<file path="config.mk">
export PLATFORM = sky130hd
export DESIGN_NAME = c17_pipe_array
export DESIGN_NICKNAME = d
export VERILOG_FILES = /design/src/rtl/c17_pipe_array.sv
export SDC_FILE = /design/constraint.sdc
export NUM_CORES = 1
export LEC_CHECK = 0
export CAP_MARGIN = 10
export CORE_ASPECT_RATIO = 1.1
export CORE_MARGIN = 2
export CORE_UTILIZATION = 55
export CTS_CLUSTER_DIAMETER = 80
export DETAILED_ROUTE_END_ITERATION = 6
export DONT_BUFFER_PORTS = 1
export PLACE_DENSITY = 0.73
export SLEW_MARGIN = 20
export SYNTH_ARGS = -nofsm -noshare
export SYNTH_HDL_FRONTEND = slang
export SYNTH_SLANG_ARGS = --single-unit
export TNS_END_PERCENT = 10
</file>
<file path="constraint.sdc">
create_clock -name clk -period 1.25 [get_ports clk]
set_input_delay 0.375 -clock clk [delete_from_list [all_inputs] [get_ports clk]]
set_output_delay 0.375 -clock clk [all_outputs]
set_load 0.01 [all_outputs]
</file>
<file path="src/rtl/c17_pipe_array.sv">
`default_nettype none
// +---------------------------------------------------------------------------+
// | c17_pipe_array : CHANNELS x ISCAS-85 c17 behind a STAGES-deep valid/ready |
// |                  pipeline; C17_BIST_EN adds an exhaustive self-test.      |
// | Revision       : 1.0                                                      |
// +---------------------------------------------------------------------------+
module c17_pipe_array #(
   parameter int CHANNELS = 4,
   parameter int STAGES   = 3
) (
   input  logic                  clk,
   input  logic                  rst,
   input  logic                  in_valid,
   output logic                  in_ready,
   input  logic [5*CHANNELS-1:0] in_data,
   output logic                  out_valid,
   input  logic                  out_ready,
   output logic [2*CHANNELS-1:0] out_data
`ifdef C17_BIST_EN
   ,
   input  logic                  bist_start,
   output logic                  bist_busy,
   output logic                  bist_done,
   output logic                  bist_pass
`endif
);

   localparam int RANK_R2 = (STAGES >= 2) ? STAGES - 2 : 0;
   localparam int RANK_R3 = (STAGES >= 1) ? STAGES - 1 : 0;

   generate
      if (STAGES < 1 || STAGES > 3) begin : g_bad_stages
         $error("c17_pipe_array: STAGES must be in 1..3");
      end
      if (CHANNELS < 1 || CHANNELS > 16) begin : g_bad_channels
         $error("c17_pipe_array: CHANNELS must be in 1..16");
      end
   endgenerate

   logic                  w_src_valid;
   logic [5*CHANNELS-1:0] w_src_data;
   logic                  w_sink_ready;
   logic                  w_flush;
   logic                  w_run;
   logic                  w_start;

   logic [STAGES-1:0]     r_v;
   logic [STAGES-1:0]     w_adv;
   logic [4*CHANNELS-1:0] r_r1;
   logic [3*CHANNELS-1:0] r_r2;
   logic [2*CHANNELS-1:0] r_r3;
   logic [4*CHANNELS-1:0] w_s1;
   logic [4*CHANNELS-1:0] w_s1_src;
   logic [3*CHANNELS-1:0] w_s2;
   logic [3*CHANNELS-1:0] w_s2_src;
   logic [2*CHANNELS-1:0] w_out;

   // Cut points collapse to wires for the ranks that do not exist at this depth.
   assign w_s1_src = (STAGES == 3) ? r_r1 : w_s1;
   assign w_s2_src = (STAGES >= 2) ? r_r2 : w_s2;

   generate
      for (genvar c = 0; c < CHANNELS; c++) begin : g_ch
         logic w_n1, w_n2, w_n3, w_n6, w_n7;
         logic w_a10, w_a11, w_a2, w_a7;
         logic w_b10, w_b16, w_b19;
         assign {w_n7, w_n6, w_n3, w_n2, w_n1} = w_src_data[5*c +: 5];
         assign w_s1[4*c +: 4] = {~(w_n1 & w_n3), ~(w_n3 & w_n6), w_n2, w_n7};
         assign {w_a10, w_a11, w_a2, w_a7} = w_s1_src[4*c +: 4];
         assign w_s2[3*c +: 3] = {w_a10, ~(w_a2 & w_a11), ~(w_a11 & w_a7)};
         assign {w_b10, w_b16, w_b19} = w_s2_src[3*c +: 3];
         assign w_out[2*c +: 2] = {~(w_b16 & w_b19), ~(w_b10 & w_b16)};
      end
   endgenerate

   always_comb begin
      w_adv = '0;
      w_adv[STAGES-1] = w_sink_ready | ~r_v[STAGES-1];
      for (int k = STAGES - 2; k >= 0; k--) begin
         w_adv[k] = ~r_v[k] | w_adv[k+1];
      end
   end

   always_ff @(posedge clk or posedge rst) begin
      if (rst) begin
         r_v <= '0;
      end else if (w_flush) begin
         r_v <= '0;
      end else begin
         if (w_adv[0]) r_v[0] <= w_src_valid;
         for (int k = 1; k < STAGES; k++) begin
            if (w_adv[k]) r_v[k] <= r_v[k-1];
         end
      end
   end

   always_ff @(posedge clk or posedge rst) begin
      if (rst) begin
         r_r1 <= '0;
         r_r2 <= '0;
         r_r3 <= '0;
      end else begin
         if (STAGES == 3 && w_adv[0])       r_r1 <= w_s1;
         if (STAGES >= 2 && w_adv[RANK_R2]) r_r2 <= w_s2;
         if (w_adv[RANK_R3])                r_r3 <= w_out;
      end
   end

   assign out_data = r_r3;

`ifdef C17_BIST_EN
   typedef enum logic [1:0] {
      S_IDLE = 2'd0,
      S_RUN  = 2'd1,
      S_DONE = 2'd2
   } bist_state_t;

   localparam logic [5:0] C_LAST = 6'(32 + STAGES - 1);

   bist_state_t           r_state;
   logic [5:0]            r_cyc;
   logic [4:0]            w_gidx;
   logic [2*CHANNELS-1:0] w_gold;

   function automatic logic [1:0] f_c17(input logic [4:0] v);
      logic n10, n11, n16, n19;
      n10 = ~(v[0] & v[2]);
      n11 = ~(v[2] & v[3]);
      n16 = ~(v[1] & n11);
      n19 = ~(n11 & v[4]);
      return {~(n16 & n19), ~(n10 & n16)};
   endfunction

   assign w_run        = (r_state == S_RUN);
   assign w_start      = bist_start & ~w_run;
   assign w_flush      = w_start | (w_run & (r_cyc == C_LAST));
   assign w_src_valid  = w_run ? (r_cyc < 6'd32) : in_valid;
   assign w_sink_ready = w_run | out_ready;
   assign w_gidx       = r_cyc[4:0] - 5'(STAGES);

   generate
      for (genvar c = 0; c < CHANNELS; c++) begin : g_bist_ch
         assign w_src_data[5*c +: 5] = w_run ? (r_cyc[4:0] + 5'(c)) : in_data[5*c +: 5];
         assign w_gold[2*c +: 2]     = f_c17(w_gidx + 5'(c));
      end
   endgenerate

   // A start request flushes the pipe that same edge, so nothing is accepted then.
   assign in_ready  = w_adv[0] & ~w_run & ~bist_start;
   assign out_valid = r_v[STAGES-1] & ~w_run;

   always_ff @(posedge clk or posedge rst) begin
      if (rst) begin
         r_state   <= S_IDLE;
         r_cyc     <= '0;
         bist_busy <= 1'b0;
         bist_done <= 1'b0;
         bist_pass <= 1'b0;
      end else begin
         case (r_state)
            S_RUN: begin
               r_cyc <= r_cyc + 6'd1;
               if (r_v[STAGES-1] && (r_r3 != w_gold)) bist_pass <= 1'b0;
               if (r_cyc == C_LAST) begin
                  r_state   <= S_DONE;
                  bist_busy <= 1'b0;
                  bist_done <= 1'b1;
               end
            end
            default: begin
               if (bist_start) begin
                  r_state   <= S_RUN;
                  r_cyc     <= '0;
                  bist_busy <= 1'b1;
                  bist_done <= 1'b0;
                  bist_pass <= 1'b1;
               end
            end
         endcase
      end
   end
`else
   assign w_run        = 1'b0;
   assign w_start      = 1'b0;
   assign w_flush      = 1'b0;
   assign w_src_valid  = in_valid;
   assign w_src_data   = in_data;
   assign w_sink_ready = out_ready;
   assign in_ready     = w_adv[0];
   assign out_valid    = r_v[STAGES-1];
`endif

endmodule
`default_nettype wire

</file>
Word level (Yosys, flattened, before mapping)
Index checks and enable logic that the tools add are counted.
{ "totals": {"word_cells": 60, "output_inout_bits": 10, "reg_bits": 39} }
{ "classes": {"bitwise": 54} }
{ "op_table": {"columns": ["cell", "count"], "rows": [
  ["NOT 1 bit", 27],
  ["bitwise AND 1 bit", 24],
  ["OR 1 bit", 3]
]} }

Logic depth before layout (Yosys ltp)
{ "depth": {"word_depth": 4, "ltp_mapped": 4, "depth_no_buf": 2} }

Worst setup path before layout
No wires, ideal clock.
{ "synth_path": {"path_kind": "reg-to-reg", "startpoint": "reg r_v[2]", "endpoint": "reg r_r2[0]", "setup_ps": 125, "path_buffers": 2, "required_time_ps": 1125, "synth_period_minus_slack_ps": 1291, "stages_incl_launch_ff": 5, "setup_slack_ps": -41, "arrival_ps": 1166, "cell_sequence": "dfrtp_1 -> clkbuf_4 -> nand3b_4 -> buf_6 -> mux2_2"} }
{ "synth_via": {"elab_chain_len": 3} }
{ "synth_rtl": {"columns": ["element", "line_no", "rtl"], "rows": [
  ["start: declaration", "47", "logic [STAGES-1:0] r_v;"],
  ["start signal: indexed assignment", "92", "if (w_adv[k]) r_v[k] <= r_v[k-1];"],
  ["NOT 1 bit", "78", "w_adv[STAGES-1] = w_sink_ready | ~r_v[STAGES-1];"],
  ["OR 1 bit", "78", null],
  ["OR 1 bit", "80", "w_adv[k] = ~r_v[k] | w_adv[k+1];"],
  ["end signal: assignment", "104", "if (STAGES >= 2 && w_adv[RANK_R2]) r_r2 <= w_s2;"],
  ["end: declaration", "50", "logic [3*CHANNELS-1:0] r_r2;"]
]} }
No other way between the ends.
A chain may end at the register's enable or synchronous reset.

Final worst setup path
{ "layout_path": {"startpoint": "reg r_v[0]", "endpoint": "out in_ready"} }
{ "layout_via": {"elab_chain_len": 2} }
{ "layout_rtl": {"columns": ["element", "line_no", "rtl"], "rows": [
  ["start signal: assignment", "90", "if (w_adv[0]) r_v[0] <= w_src_valid;"],
  ["start signal: indexed assignment", "92", null],
  ["NOT 1 bit", "80", null],
  ["OR 1 bit", "80", null],
  ["end: declaration", "14", "output logic in_ready,"]
]} }
No other way between the ends.

==> impl_metrics.py <==
metrics = {
    "sta": {
        "slew_violations": 0,
        "rsz0062_at_grt": "true",
        "setup_violations": 19,
        "fmax_ghz": 0.720,
        "final.period_utilization": 1.11,
        "slew_headroom": 0.777,
        "finClkSkew_ns": 0.0113,
        "tightest_slew_ns": 0.334,
        "hold_violations": 0,
        "worst_slack_ns": -0.139,
        "whs_ns": 0.133,
        "fin_crit_ns": 1.39,
    },
    "pwr": {
        "p_per_area_nw_per_um2": 1470,
        "peakVddDrop_uv": 1070,
        "cellLeakagePower_uw": 0.000760,
    },
    "cts": {
        "clockBufferDepth": 2,
        "clk_latency_ns": 0.34,
        "clock-root-buffer": "clkbuf_4",
        "path_clk_slew_ns": 0.11,
        "htreeDepth": 2,
        "tritoncts": "done",
        "cts.sinks": 39,
        "cts_buffers": 5,
    },
    "yosys": {
        "syn_area_um2": 1600,
        "seq_area_frac_synth": 0.609,
        "yosysWarnings": 0,
        "yosys_register_bits": 39,
        "netlist_instances": 111,
        "synth.distinct_cells": 14,
        "syn-num-nets": 135,
        "synth.avg_cell_area_um2": 14.4,
    },
    "global_route": {
        "grt_first_pass_wirelength_um": 4460,
        "track_usage": 0.182,
        "grt_pass1_vias": 949,
        "gr-total-overflow": 0,
        "antenna_found_initial": 0,
        "grt_max_degree": 40,
    },
    "drt": {
        "ant_nets": 0,
        "drtIter0Drc": 31,
        "dr_total_vias": 891,
        "drc": 0,
        "drtPass1Iterations": 4,
        "post_drt_via_cell_ratio": 5.64,
        "drt_wl_total_um": 2500,
        "wl_per_cell_um": 15.8,
    },
    "cells_and_area": {
        "multi_input_area_um2": 584,
        "drive_gt1_frac": 0.400,
        "fillers": 208,
        "antenna_cells": 0,
        "finalNetCount": 148,
        "area_delta_synth_final_pct": 11.3,
        "area.sequential_um2": 978,
        "fin_util": 0.642,
    },
    "run_status": {
        "violations": "setup timing",
        "status": "finished, violations left",
    },
    "floorplanning": {
        "initial_core_util": 0.577,
        "ios": 34,
        "die-width_um": 55.5,
        "die-area_um2": 3360,
        "core_area_um2": 2780,
        "die_y_um": 60.6,
        "row_count": 20,
    },
    "job": {
        "cap_violations": 0,
    },
    "placement": {
        "globalplace.congestion": 0.696,
        "port_buffers": 0,
        "post-dp-hpwl_um": 1750,
    },
    "setup_path": {
        "worstPathRequired_ns": 0.88,
        "cp_slowest_cell": "dfrtp_1",
        "cp_max_fo": 2,
        "path_class": "flip-flop to primary output",
        "crit_arrival_ns": 1.01,
        "cp-end-kind": "primary output",
        "startpoint_type": "flip-flop",
        "reg2reg_from": "r_v[2]$_DFFE_PP0P_",
        "startpoint": "r_v[0]$_DFFE_PP0P_",
        "worst-path-buf-inv": 1,
        "cp_top_family": "flip-flops",
        "worst_path_largest_cell_delay_ns": 0.41,
        "crit_chain": "nand4b_4, buf_6",
    },
    "min_path": {
        "hold_path_startpoint": "in_valid",
        "hp-class": "primary input to flip-flop",
    },
}
==> cell families (layout without fill, tap and decap cells) <==
group,after synthesis,after routing,share of synthesized area
AND/OR/NAND/NOR,30,30,0.118
buffers and inverters,6,20,0.0265
flip-flops,39,39,0.609
AO/OA/AOI/OAI,8,8,0.0312
multiplexers,28,28,0.215
==> worst register-to-register path: stages, from the launching register on <==
cell      delay [ns]
dfrtp_2         0.45
nand4b_4        0.10
buf_4           0.16
buf_4           0.14
mux2_2          0.33
==> layout make-up <==
| class | instances | area share |
|---|---|---|
| inverter | 1 | 0.00421 |
| multi-input combinational | 66 | 0.327 |
| timing repair buffer | 11 | 0.0631 |
| tap | 33 | 0.0231 |
| clock buffer | 7 | 0.0309 |
| clock inverter | 1 | 0.00281 |
| sequential | 39 | 0.548 |
==> per-layer routing <==
layer	vias to the layer above	global-route usage	wire length (um)
met2	20	0.284	1220
met5	-	0	0
met1	452	0.226	1100
met4	0	0.0941	47
li1	414	-	-
met3	5	0.0682	136
==> placed cells by master, fill, tap and decap left out, types with 2 or more instances in the layout <==
master	instances
nor3b_1	8
clkbuf_4	5
mux2_2	20
dfrtp_2	2
nand2_1	16
buf_4	6
mux2_4	8
buf_6	2
a31oi_1	8
nand2b_1	4
dfrtp_1	37
==> sequential cells by signal, indices dropped and copies added (netlist names) <==
signal,cells
r_r1,16
r_v,3
r_r2,12
out_data,8
==> path summary, 6_finish.rpt <==
path	to	slack (ns)	cells past startpoint
max	in_ready	-0.14	2
min in group asynchronous	r_r2[10]$_DFFE_PP0P_	0.53	3
min reg2reg	out_data[7]$_DFFE_PP0P_	0.47	1
max reg2reg	r_r1[6]$_DFFE_PP0P_	-0.04	4
min	r_v[0]$_DFFE_PP0P_	0.13	1
max in group asynchronous	r_v[1]$_DFFE_PP0P_	0.51	3
==> synth_stat cells <==
master / n / area [um^2]
nand2b_1: 4 / 25.0
dfrtp_1: 39 / 976
clkbuf_4: 1 / 7.51
mux2_4: 8 / 120
inv_1: 1 / 3.75
nand3b_4: 1 / 20.0
clkbuf_1: 1 / 3.75
mux2_2: 20 / 225
buf_6: 2 / 22.5
nand4b_4: 1 / 23.8
nor3b_1: 8 / 60.1
a31oi_1: 8 / 50.1
buf_2: 1 / 5.00
nand2_1: 16 / 60.1
==> where the power goes <==
part	switching [uW]	internal, uW
registers	154	1440
clock network	383	273
logic	147	227
==> what timing repair did <==
| item | 4_1_cts | 5_1_grt |
|---|---|---|
| endpoints found under the hold margin | 39 | 0 |
| hold buffers | 1 | 0 |
| resized for setup | 4 | 1 |
| endpoints found under the setup margin | 4 | 29 |
| setup buffers | 4 | 0 |
==> per-stage QoR <==
stage	area, um^2	cells	worst slack [ns]	TNS [ns]	power [uW]
5_1_grt	1780	158	-0.206	-1.72	2790
2_1_floorplan	1620	111	-0.0116	-0.105	1890
6_report	1780	158	-0.139	-0.444	2630
4_1_cts	1780	158	-0.160	-0.655	2650
3_3_place_gp	1670	145	0.0696	0	1960
3_5_place_dp	1670	145	0.0119	0	1970
No activity file was read; power rests on OpenSTA's default activity.
